## src/rtl/fifo_pkg.sv

```systemverilog
// Shared constants and types for the 4-entry, 4-bit first-word-fall-through FIFO.
package fifo_pkg;

    localparam int FIFO_WIDTH = 4;
    localparam int FIFO_DEPTH = 4;
    // Two index bits plus one wrap bit, so full and empty stay distinguishable.
    localparam int PTR_W      = 3;

    typedef logic [FIFO_WIDTH-1:0] fifo_word_t;
    typedef logic [PTR_W-1:0]      fifo_ptr_t;

endpackage

```

## src/rtl/mux4_to_1.sv

```systemverilog
// 4-bit wide 4:1 multiplexer built from AND/OR terms; selects i0..i3 by {s1,s0}.
import fifo_pkg::*;

module mux4_to_1 (
    input  logic [FIFO_WIDTH-1:0] i0,
    input  logic [FIFO_WIDTH-1:0] i1,
    input  logic [FIFO_WIDTH-1:0] i2,
    input  logic [FIFO_WIDTH-1:0] i3,
    input  logic                  s1,
    input  logic                  s0,
    output logic [FIFO_WIDTH-1:0] y
);

    logic sel0;
    logic sel1;
    logic sel2;
    logic sel3;

    // One-hot decode of the select lines.
    assign sel0 = ~s1 & ~s0;
    assign sel1 = ~s1 &  s0;
    assign sel2 =  s1 & ~s0;
    assign sel3 =  s1 &  s0;

    // Sum-of-products per bit: exactly one term is enabled at a time.
    assign y = (i0 & {FIFO_WIDTH{sel0}})
             | (i1 & {FIFO_WIDTH{sel1}})
             | (i2 & {FIFO_WIDTH{sel2}})
             | (i3 & {FIFO_WIDTH{sel3}});

endmodule

```

## src/rtl/fifo_4x4.sv

```systemverilog
// Four-entry, 4-bit synchronous FIFO with first-word-fall-through read.
// Handshake: a write is accepted on an edge where wr_en=1 and full=0, and a
// read is accepted where rd_en=1 and empty=0; a request made while the FIFO
// cannot take it is dropped and reported by a one-cycle overflow/underflow
// pulse on the following cycle. dout is valid whenever empty=0.
import fifo_pkg::*;

module fifo_4x4 (
    input  logic                  clk,
    input  logic                  rst,
    input  logic                  wr_en,
    input  logic [FIFO_WIDTH-1:0] din,
    input  logic                  rd_en,
    output logic [FIFO_WIDTH-1:0] dout,
    output logic                  full,
    output logic                  empty,
    output logic [PTR_W-1:0]      count,
    output logic                  overflow,
    output logic                  underflow
);

    fifo_word_t mem [FIFO_DEPTH];
    fifo_ptr_t  wr_ptr;
    fifo_ptr_t  rd_ptr;
    logic       wr_accept;
    logic       rd_accept;

    // Flags come straight from the pointers, so they move on the same edge.
    assign empty = (wr_ptr == rd_ptr);
    assign full  = (wr_ptr[1:0] == rd_ptr[1:0]) && (wr_ptr[2] != rd_ptr[2]);
    assign count = wr_ptr - rd_ptr;

    assign wr_accept = wr_en && !full;
    assign rd_accept = rd_en && !empty;

    // Pointers, storage and error pulses; reset clears everything and ignores requests.
    always_ff @(posedge clk) begin
        if (rst) begin
            wr_ptr    <= '0;
            rd_ptr    <= '0;
            mem       <= '{default: '0};
            overflow  <= 1'b0;
            underflow <= 1'b0;
        end else begin
            if (wr_accept) begin
                mem[wr_ptr[1:0]] <= din;
                wr_ptr           <= wr_ptr + 3'd1;
            end
            if (rd_accept) begin
                rd_ptr <= rd_ptr + 3'd1;
            end
            overflow  <= wr_en && full;
            underflow <= rd_en && empty;
        end
    end

    // Head entry selected by the read index; stale when empty.
    mux4_to_1 u_read_mux (
        .i0 (mem[0]),
        .i1 (mem[1]),
        .i2 (mem[2]),
        .i3 (mem[3]),
        .s1 (rd_ptr[1]),
        .s0 (rd_ptr[0]),
        .y  (dout)
    );

endmodule

```

## config.mk

```make
export PLATFORM = sky130hd
export DESIGN_NAME = fifo_4x4
export DESIGN_NICKNAME = d
export VERILOG_FILES = /design/src/rtl/fifo_pkg.sv /design/src/rtl/mux4_to_1.sv /design/src/rtl/fifo_4x4.sv
export SDC_FILE = /design/constraint.sdc
export NUM_CORES = 1
export LEC_CHECK = 0
export ABC_AREA = 1
export CORE_ASPECT_RATIO = 0.5
export CORE_UTILIZATION = 48
export DETAILED_ROUTE_END_ITERATION = 6
export PLACE_DENSITY = 0.73
export SKIP_LAST_GASP = 1
export SLEW_MARGIN = 20
export SYNTH_ARGS = -nofsm -noshare
export SYNTH_HDL_FRONTEND = slang
export SYNTH_SLANG_ARGS = --single-unit
```

## constraint.sdc

```tcl
create_clock -name clk -period 1.7 [get_ports clk]
set_clock_uncertainty 0.1 [all_clocks]
set_input_delay 0.51 -clock clk [delete_from_list [all_inputs] [get_ports clk]]
set_output_delay 0.51 -clock clk [all_outputs]
set_load 0.1 [all_outputs]
```

### Word-level counts from Yosys, hierarchy flattened

Index checks and enable logic that the tools add are counted.

* output and inout port bits: 11
* register bits after elaboration: 24

* add/sub/neg operators: 3
* bitwise logic cells: 14
* $lt $le $gt $ge: 2
* reductions and logical operators: 8
* eq/ne operators: 3
* mux-type cells: 3

Operator list (count)
* 4-bit bitwise AND: 4
* 16-bit bitwise mux: 1
* 4-bit bitwise OR: 3
* 4-bit demux with 2-bit select: 1
* 3-bit by 1-bit adder with 3-bit output, second input constant: 2
* 1-bit logical AND: 6
* 1-bit bitwise AND: 4
* 4-bit 2-to-1 mux: 1
* 3-bit equality test: 1
* 3-bit greater-or-equal comparator, second input constant: 1
* 3-bit by 1-bit < comparator with 1-bit output, second input constant: 1
* 2-bit inverter with 3-bit output: 1
* 3-bit subtractor: 1
* 2-bit equality test: 1
* 1-bit logical NOT: 2
* 1-bit inverter: 2
* 1-bit != test: 1

### Logic depth before layout (Yosys ltp)

Gate-level depths: netlist (run 1).

* depth after elaboration: 6
* mapped depth: 9

### Hierarchy

Synthesis (run 1) repeated with hierarchy kept, for this count alone.

* cells, all modules: 228
* area total of the unflattened synthesis: 1492.7 µm²

Modules (own cells, without submodules)
* fifo_4x4: area each 1292.5 µm², times used 1, cells an instance 187
* mux4_to_1: area each 200.2 µm², times used 1, cells an instance 41

### Least setup slack after synthesis (run 1)

No wires, ideal clock.

* kind: register to output
* start: register rd_ptr[1]
* end: output port dout[0]
* setup slack: -1.674 ns
* cell stages (with the launch flop): 5
* arrival time: 2.764 ns
* buffers on the path: 0
* path through: dfxtp_1 > inv_1 > ha_1 > inv_1 > o21ai_0

* longest elaborated chain between the ends: 6
* elaborated cells between the ends (all ways): 12
* classes of those cells: bitwise: 12

RTL lines
* from (decl): line fifo_4x4.sv:24 `fifo_ptr_t rd_ptr;`
* from (signal assigned): line fifo_4x4.sv:50 `rd_ptr <= rd_ptr + 3'd1;`
* 1-bit inverter: line mux4_to_1.sv:20, mux4_to_1.sv:21
* 1-bit bitwise AND, on equally long branches: line mux4_to_1.sv:20, mux4_to_1.sv:21
* 4-bit bitwise AND, on equally long branches: line mux4_to_1.sv:26, mux4_to_1.sv:27
* 4-bit bitwise OR: line mux4_to_1.sv:27 `| (i1 & {FIFO_WIDTH{sel1}})`
* 4-bit bitwise OR: line mux4_to_1.sv:28 `| (i2 & {FIFO_WIDTH{sel2}})`
* 4-bit bitwise OR (*): line mux4_to_1.sv:29 `| (i3 & {FIFO_WIDTH{sel3}});`
* to (decl): line fifo_4x4.sv:14 `output logic [FIFO_WIDTH-1:0] dout,`

Every way passes the cells marked *; elsewhere a longest branch is shown, timed or not.

### Worst setup path after layout (run 1)

* start: register wr_ptr[0]
* end: output port count[1]

* longest elaborated chain between the ends: 1

RTL lines
* from (decl): line fifo_4x4.sv:23 `fifo_ptr_t wr_ptr;`
* from (signal assigned): line fifo_4x4.sv:47 `wr_ptr <= wr_ptr + 3'd1;`
* 3-bit subtractor: line fifo_4x4.sv:31 `assign count = wr_ptr - rd_ptr;`
* to (decl): line fifo_4x4.sv:17 `output logic [PTR_W-1:0] count,`

No other way between the ends.

==> flow_summary.yaml, run 1 <==
setup_path:
  crit_path_max_fanout: 2
  cp.required_ns: 1.09
  path_class: "reg2out"
  crit_start: "wr_ptr[0]"
  r2r_cells: 10
  cp-endpoint: "count[1]"
  worstPathArrival_ns: 1.64
  endpoint_kind: "output pin"
  regToRegSetupSlack_ns: 0.02
  cp-start-kind: "flip-flop"
  reg2reg_to: "mem[11]"
  r2r-start: "wr_ptr[1]"
power:
  p_per_area_nw_per_um2: 878
  power_uw: 1980
  peakVddDrop_mv: 1.12
  leakage_uw: 0.00100
global_route:
  grt_pass1_wl_um: 6110
  grt_max_degree: 26
  grt_pass1_vias: 1264
  grt_usage_pct: 27.1
  overflow: 0
  antenna_found_initial: 0
run:
  cap_violations: 0
final_layout:
  finalNonFillerCells: 285
  antenna_cells: 0
  seqCellArea_um2: 490
  nFillCells: 146
  drive_gt1_share_pct: 35.1
  final_net_count: 268
  area_delta_synth_final_pct: 61.3
  multi_input_comb_area_um2: 903
logic_synthesis:
  yosys.area_share.simple_pct: 29.8
  synth_compound_area_share_pct: 6.79
  syn_avg_cell_area_um2: 6.80
  synth_seq_area_share_pct: 34.3
  synth_nets: 225
  syn_inst: 206
  synthAdderAreaFrac_pct: 10.4
  synthMuxAreaShare_pct: 0
  synth_top_family_by_area: "simple AND/OR/NAND/NOR gates"
  synth_cell_type_count: 20
  synth-xor-area-share_pct: 1.88
  synth-seq-cells: 24
  synth_area_um2: 1400
  yosys_warnings: 0
timing:
  rsz0062_at_grt: "true"
  finalSetupViolCount: 9
  period_share_pct: 132
  post-route-worst-setup-slack_ns: -0.548
  slew_headroom_pct: 79.0
  fin_hold_ws_ns: 0.428
  tightest_slew_ns: 0.315
  hold_viol: 0
  slew_viol_final: 0
  fmax_mhz: 445
  finalCriticalPeriod_ns: 2.25
route:
  first_pass_iters: 4
  drtIter0Drc: 177
  drt_wl_total_um: 4250
  drtAntennaViolNets: 0
  post_drt_via_cell_ratio: 5.22
  drc: 0
  wl_per_cell_um: 14.9
  vias: 1489
cts:
  path_clk_slew_ns: 0.09
  clock_sinks: 24
  cts_buffers: 3
  cts.path.max_buffers: 2
  clk_root_buffer_cell: "clkbuf_8"
  cts_tree: "done"
  clock_latency_ns: 0.27
  cts_hold_buf: 0
  htree_levels: 1
status:
  violations: "negative setup slack"
  status: "finished, violations left"
die:
  ios: 19
  placementRows: 13
  dieArea_um2: 3150
  coreArea_um2: 2680
  die_h_um: 40.2
  die_width_um: 78.4
  start_util_pct: 52.2
place:
  hpwl_um: 2720
  place_congestion: 0.816
  dp.cells: 276
  pre_cts_ws_ns: -0.287
  portBuffers: 18
worst_hold_path:
  hold_path.class: "reg2reg"
  hold_path_depth: 4
## sequential cells by signal (all words and copies together) (netlist names)
register   cells
mem           16
overflow       1
wr_ptr         3
rd_ptr         3
underflow      1
## critical path, stage by stage, from the launching register on
cell	delay, ns
dfxtp_2	0.35
inv_2	0.05
ha_4	0.15
fa_2	0.55
clkinvlp_4	0.10
buf_12	0.17
## cells in the mapped netlist
cell,count,area (µm²)
nand3_1,10,50.1
nand2_1,45,169
nand3_4,1,17.5
xor2_1,2,17.5
fa_1,1,20.0
xnor2_1,1,8.76
clkbuf_1,1,3.75
buf_6,2,22.5
clkinv_1,1,3.75
inv_1,50,188
o22ai_1,4,25.0
nand4_1,16,100
nor2_1,18,67.6
dfxtp_1,24,480
nand2_2,2,12.5
ha_1,10,125
o21ai_0,4,20.0
buf_2,3,15.0
inv_2,1,3.75
a21oi_1,10,50.1
## through the flow
step | cell area, µm² | utilization [%] | setup TNS (ns)
6_report | 2260 | 84.1 | -4.06
3_3_place_gp | 2020 | 75.3 | -1.46
5_1_grt | 2260 | 84.1 | -4.53
4_1_cts | 2160 | 80.7 | -3.86
2_1_floorplan | 1560 | - | -1.95
3_5_place_dp | 2020 | 75.3 | -2.14
## logic make-up after synthesis
group,after synthesis
DFF,24
buffers and inverters,58
and+or+nand+nor,92
xor gates and xnor gates,3
adders and majority gates,11
AOI/OAI and AO/OA,18
## placed cells by master, fill, tap and decap left out, drive strengths merged
cell type,count
buf,36
o22ai,4
nand2,47
xor2,2
nand4,16
clkinv,1
o21ai,4
clkinvlp,4
clkbuf,5
clkdlybuf4s50,7
inv,47
xnor2,1
dfxtp,24
fa,1
nor2,18
ha,10
a21oi,10
nand3,11
## power by group
group	switching, µW	internal, µW	total, µW
Sequential	21.6	594	616
Combinational	585	373	958
Clock	201	207	408
Total	808	1170	1980
## cell type report
type / instances / area share, %
Timing Repair Buffer: 44 / 23.7
Inverter: 52 / 10.1
Clock buffer: 4 / 2.44
Multi-Input combinational cell: 124 / 40.0
Sequential cell: 24 / 21.7
Tap cell: 37 / 2.05
## what timing repair did
action | in CTS | in global routing
pin swaps | 4 | 2
gates cloned | 0 | 1
endpoints found under the setup margin | 25 | 27
gates resized for setup | 15 | 13
buffers inserted | 2 | 3
## per-layer routing
layer	up-vias	GRT usage [%]	wire length, µm
met1	694	30.9	1770
met5	-	0	0
met3	10	7.05	233
met4	0	8.33	91
li1	724	-	-
met2	61	52.9	2150
## worst min path at each step
stage                   start  slack [ns]        end
finish                 mem[8]        0.43     mem[8]
global route           mem[8]        0.45     mem[8]
CTS                    mem[8]        0.42     mem[8]
detailed placement     mem[8]        0.41     mem[8]
global placement       mem[8]        0.40     mem[8]
floorplan           wr_ptr[0]        0.36  wr_ptr[0]
Note: power is estimated with default switching activity, not from simulation.
==> run 2: changes to the inputs <==
--- a/config.mk
+++ b/config.mk
@@ -6,9 +6,11 @@
 export NUM_CORES = 1
 export LEC_CHECK = 0
 export ABC_AREA = 1
+export CAP_MARGIN = 40
 export CORE_ASPECT_RATIO = 0.5
 export CORE_UTILIZATION = 48
 export DETAILED_ROUTE_END_ITERATION = 6
+export GPL_TIMING_DRIVEN = 0
 export PLACE_DENSITY = 0.73
 export SKIP_LAST_GASP = 1
 export SLEW_MARGIN = 20
==> run 2 against run 1 <==
Net effect: global-route usage fell by 2.8 points; via count fell by 6.0%; largest power group unchanged; largest cell class unchanged; first-iteration DRC count fell by 23%; combinational power fell by 0.9%; the flow still finishes with violations (negative setup slack).
==> flow_summary.yaml, run 2 (same netlist as run 1, synthesis figures left out) <==
status:
  status: "finished, violations left"
  violations: "negative setup slack"
setup_path:
  cp.required_ns: 1.09
  reg2reg_to: "rd_ptr[2]"
  crit_path_max_fanout: 2
  endpoint_kind: "output pin"
  r2r_cells: 10
  crit_path_max_incr_delay_ns: 0.56
  worstPathArrival_ns: 1.75
  r2r-start: "rd_ptr[0]"
  regToRegSetupSlack_ns: 0.01
  cp-start-kind: "flip-flop"
  slowest_stage: "fa_2"
  path_class: "reg2out"
  cp_cell_sequence: "buf_6, ha_4, fa_2, clkinvlp_4, buf_12"
timing:
  finalSetupViolCount: 9
  slew_headroom_pct: 78.0
  hold_viol: 0
  period_share_pct: 139
  fmax_mhz: 423
  rsz0062_at_grt: "true"
  finalCriticalPeriod_ns: 2.36
  post-route-worst-setup-slack_ns: -0.663
  slew_viol_final: 0
  tightest_slew_ns: 0.330
power:
  leakage_uw: 0.000941
  peakVddDrop_mv: 0.844
  p_per_area_nw_per_um2: 909
  power_uw: 1920
cts:
  clock_latency_ns: 0.27
  path_clk_slew_ns: 0.09
  clock_sinks: 24
  cts.path.max_buffers: 2
  cts_hold_buf: 0
  clk_root_buffer_cell: "clkbuf_8"
  htree_levels: 1
  cts_buffers: 3
  cts_tree: "done"
place:
  dp.cells: 271
  hpwl_um: 2640
  portBuffers: 17
  place_congestion: 0.768
route:
  drtIter0Drc: 137
  vias: 1400
  drc: 0
  first_pass_iters: 4
  wl_per_cell_um: 13.6
  drt_wl_total_um: 3770
  post_drt_via_cell_ratio: 5.05
  drtAntennaViolNets: 0
die:
  ios: 19
  dieArea_um2: 3150
  coreArea_um2: 2680
  die_h_um: 40.2
  start_util_pct: 52.2
  placementRows: 13
  die_width_um: 78.4
final_layout:
  seqCellArea_um2: 493
  antenna_cells: 0
  drive_gt1_share_pct: 30.4
  mostFrequentLayoutCells: "nand2_1, inv_1, dfxtp_1, nor2_1, nand4_1"
  final_net_count: 260
  area_delta_synth_final_pct: 50.7
  final_common_cell: "nand2_1"
  largest-register: "mem"
  multi_input_comb_area_um2: 855
  largest_register_ffs: 16
  nFillCells: 184
  finalNonFillerCells: 277
  reg_top3: "mem x16, rd_ptr x3, wr_ptr x3"
run:
  cap_violations: 0
worst_hold_path:
  min_from: "mem[15]"
  hold_path_depth: 4
  hold_path.class: "reg2reg"
  min_to: "mem[15]"
global_route:
  grt_usage_pct: 24.3
  grt_pass1_vias: 1221
  antenna_found_initial: 0
  grt_max_degree: 14
  grt_pass1_wl_um: 5490
  overflow: 0
-- run 2: what timing repair did --
item | 4_1_cts | 5_1_grt
buffers inserted | 7 | 6
setup endpoints to repair | 21 | 17
resized for setup | 22 | 10
pin swaps | 4 | 0
-- run 2: routing by layer --
metal,up-vias,global-route usage [%],wire length [µm]
li1,703,-,-
met1,642,29.7,1700
met2,51,44.7,1830
met3,4,6.36,226
met4,0,6.02,17
met5,-,0,0
-- run 2: critical path, delay by kind of cell, from the launching register on --
family	cells	cell delay, ns
flip-flops	1	0.35
buffers and inverters	3	0.41
adder cells (fa/ha/maj)	2	0.71
-- run 2: per-stage QoR --
| stage | setup TNS [ns] | util (%) | hold WS [ns] | cell area, µm² | setup WS [ns] |
|---|---|---|---|---|---|
| floorplan | -1.95 | - | 0.360 | 1560 | -0.472 |
| CTS | -4.25 | 75.6 | 0.419 | 2030 | -0.626 |
| finish | -4.65 | 78.6 | 0.428 | 2110 | -0.663 |
| global route | -5.14 | 78.6 | 0.450 | 2110 | -0.689 |
| global placement | -14.47 | 66.1 | 0.379 | 1770 | -1.23 |
| detailed placement | -10.75 | 72.2 | 0.387 | 1940 | -0.828 |
-- run 2: layout make-up --
type / instances / area share (%)
multi-input combinational: 124 / 40.5
sequential: 24 / 23.4
timing repair buffer: 30 / 18.9
inverter: 52 / 10.7
tap: 37 / 2.19
clock buffer: 4 / 2.14
buffer: 6 / 2.14
-- run 2: where the power goes --
group          internal [µW]  switching, µW
Combinational            374            575
Clock                    168            187
Sequential               594           20.3
Total                   1140            783
-- run 2: worst max path at each step --
stage	startpoint	to	cells after the start
after detailed placement	wr_ptr[0]	full	9
after global placement	rd_ptr[1]	full	8
after CTS	rd_ptr[0]	count[1]	5
after floorplan	wr_ptr[0]	count[2]	4
final	rd_ptr[0]	count[1]	5
after global routing	rd_ptr[0]	count[1]	5
==> run 3: changes to the inputs <==
--- a/config.mk
+++ b/config.mk
@@ -12,6 +12,7 @@
 export DETAILED_ROUTE_END_ITERATION = 6
 export GPL_TIMING_DRIVEN = 0
 export PLACE_DENSITY = 0.73
+export SETUP_SLACK_MARGIN = 0.3
 export SKIP_LAST_GASP = 1
 export SLEW_MARGIN = 20
 export SYNTH_ARGS = -nofsm -noshare
==> run 3 against run 2 <==
Net effect: utilization grew 7.4 points; the flow still finishes with violations (negative setup slack); highest routed layer unchanged; maximum frequency grew 3.2%; wire length grew 15%; cell area grew 9.4%; hold slack lost 0.00086 ns; die area is the same; non-clock buffer count grew 5; first-iteration DRC count shrank 11%; count of clock-buffer cells in the layout is the same.
==> flow_summary.yaml, run 3 (same netlist as run 1, synthesis figures left out) <==
status:
  status: "finished, violations left"
  violations: "negative setup slack"
final_layout:
  mostFrequentLayoutCells: "inv_1, nand2_1, nor2_1, dfxtp_1, nand4_1"
  nFillCells: 145
  area_delta_synth_final_pct: 64.8
  utilization_pct: 86.0
  finalNonFillerCells: 282
  drive_gt1_share_pct: 39.2
  largest_register_ffs: 16
  final_net_count: 265
  final_common_cell: "inv_1"
  largest-register: "mem"
  antenna_cells: 0
  fin_area_um2: 2310
  reg_top3: "mem x16, rd_ptr x3, wr_ptr x3"
timing:
  slew_headroom_pct: 59.4
  fin_hold_ws_ns: 0.428
  fmax_mhz: 437
  hold_viol: 0
  finalSetupViolCount: 13
  rsz0062_at_grt: "true"
  period_share_pct: 135
  tightest_slew_ns: 0.609
  finalCriticalPeriod_ns: 2.29
  post-route-worst-setup-slack_ns: -0.590
  slew_viol_final: 0
global_route:
  grt_pass1_vias: 1193
  grt_max_degree: 14
  antenna_found_initial: 0
  overflow: 0
  grt_usage_pct: 25.8
  grt_pass1_wl_um: 5850
die:
  ios: 19
  dieArea_um2: 3150
  placementRows: 13
  coreArea_um2: 2680
  start_util_pct: 52.2
  die_h_um: 40.2
  die_width_um: 78.4
place:
  hpwl_um: 2660
  dp.cells: 271
  place_congestion: 0.768
  dpl_cell_area_um2: 1940
  portBuffers: 17
cts:
  cts_tree: "done"
  clk_root_buffer_cell: "clkbuf_8"
  clock_latency_ns: 0.27
  cts_buffers: 3
  cts.path.max_buffers: 2
  htree_levels: 1
  clock_sinks: 24
  cts_hold_buf: 0
  path_clk_slew_ns: 0.08
power:
  power_uw: 1990
  power.switching_uw: 823
  clkPwrFrac_pct: 17.9
  p_per_area_nw_per_um2: 862
  power_frac_comb_pct: 50.6
  sequentialPowerShare_pct: 31.5
  peakVddDrop_mv: 0.609
  power.internal_uw: 1170
  p_sw_share_pct: 41.4
  leakage_uw: 0.000997
setup_path:
  cp-start-kind: "flip-flop"
  endpoint_kind: "output pin"
  regToRegSetupSlack_ns: -0.02
  worstPathArrival_ns: 1.68
  crit_path_max_fanout: 5
  cp.required_ns: 1.09
  path_class: "reg2out"
worst_hold_path:
  hold_path.class: "reg2reg"
route:
  first_pass_iters: 4
  drc: 0
  post_drt_via_cell_ratio: 5.09
  vias: 1435
  wl_per_cell_um: 15.3
  drt_wl_total_um: 4330
  drtIter0Drc: 122
  drtAntennaViolNets: 0
run:
  cap_violations: 0
## run 3: through the flow
stage / TNS [ns] / setup slack, ns
after floorplan: -1.95 / -0.472
final: -4.01 / -0.590
after detailed placement: -10.34 / -0.845
after global placement: -14.28 / -1.23
after CTS: -3.83 / -0.577
after global routing: -5.08 / -0.621
## run 3: critical path: stages (launching register included)
cell        delay, ns
dfxtp_4          0.39
ha_4             0.17
fa_2             0.57
clkinvlp_4       0.11
buf_12           0.17
## run 3: routing by layer
layer	GRT usage (%)	routed length, µm
met5	0	0
met4	5.09	29
met3	5.45	207
met2	47.4	2190
met1	32.6	1900
## run 3: worst paths after layout
kind              from        end  cells after the start
max          rd_ptr[0]   count[1]                      4
max reg2reg  rd_ptr[1]     mem[5]                     11
min          wr_ptr[2]  wr_ptr[2]                      2
min reg2reg  wr_ptr[2]  wr_ptr[2]                      2
## run 3: repair_timing
action | in CTS | in global routing
resized for setup | 26 | 36
pin swaps | 4 | 5
setup buffers | 8 | 9
gates cloned | 0 | 1
endpoints found under the setup margin | 35 | 33
## run 3: power by group through the flow
stage / sequential, µW / clock, µW / combinational [µW]
after floorplan: 649 / 0 / 547
after global placement: 634 / 0 / 695
after detailed placement: 634 / 0 / 833
after CTS: 619 / 354 / 871
after global routing: 630 / 379 / 1050
final: 626 / 356 / 1010
## run 3: final cells by class
type / count / area [µm²] / area share [%]
clock buffer: 4 / 45.0 / 1.95
timing repair buffer: 35 / 483 / 20.9
inverter: 52 / 231 / 10.0
tap: 37 / 46.3 / 2.01
multi-input combinational: 124 / 960 / 41.6
buffer: 6 / 48.8 / 2.11
sequential: 24 / 493 / 21.4
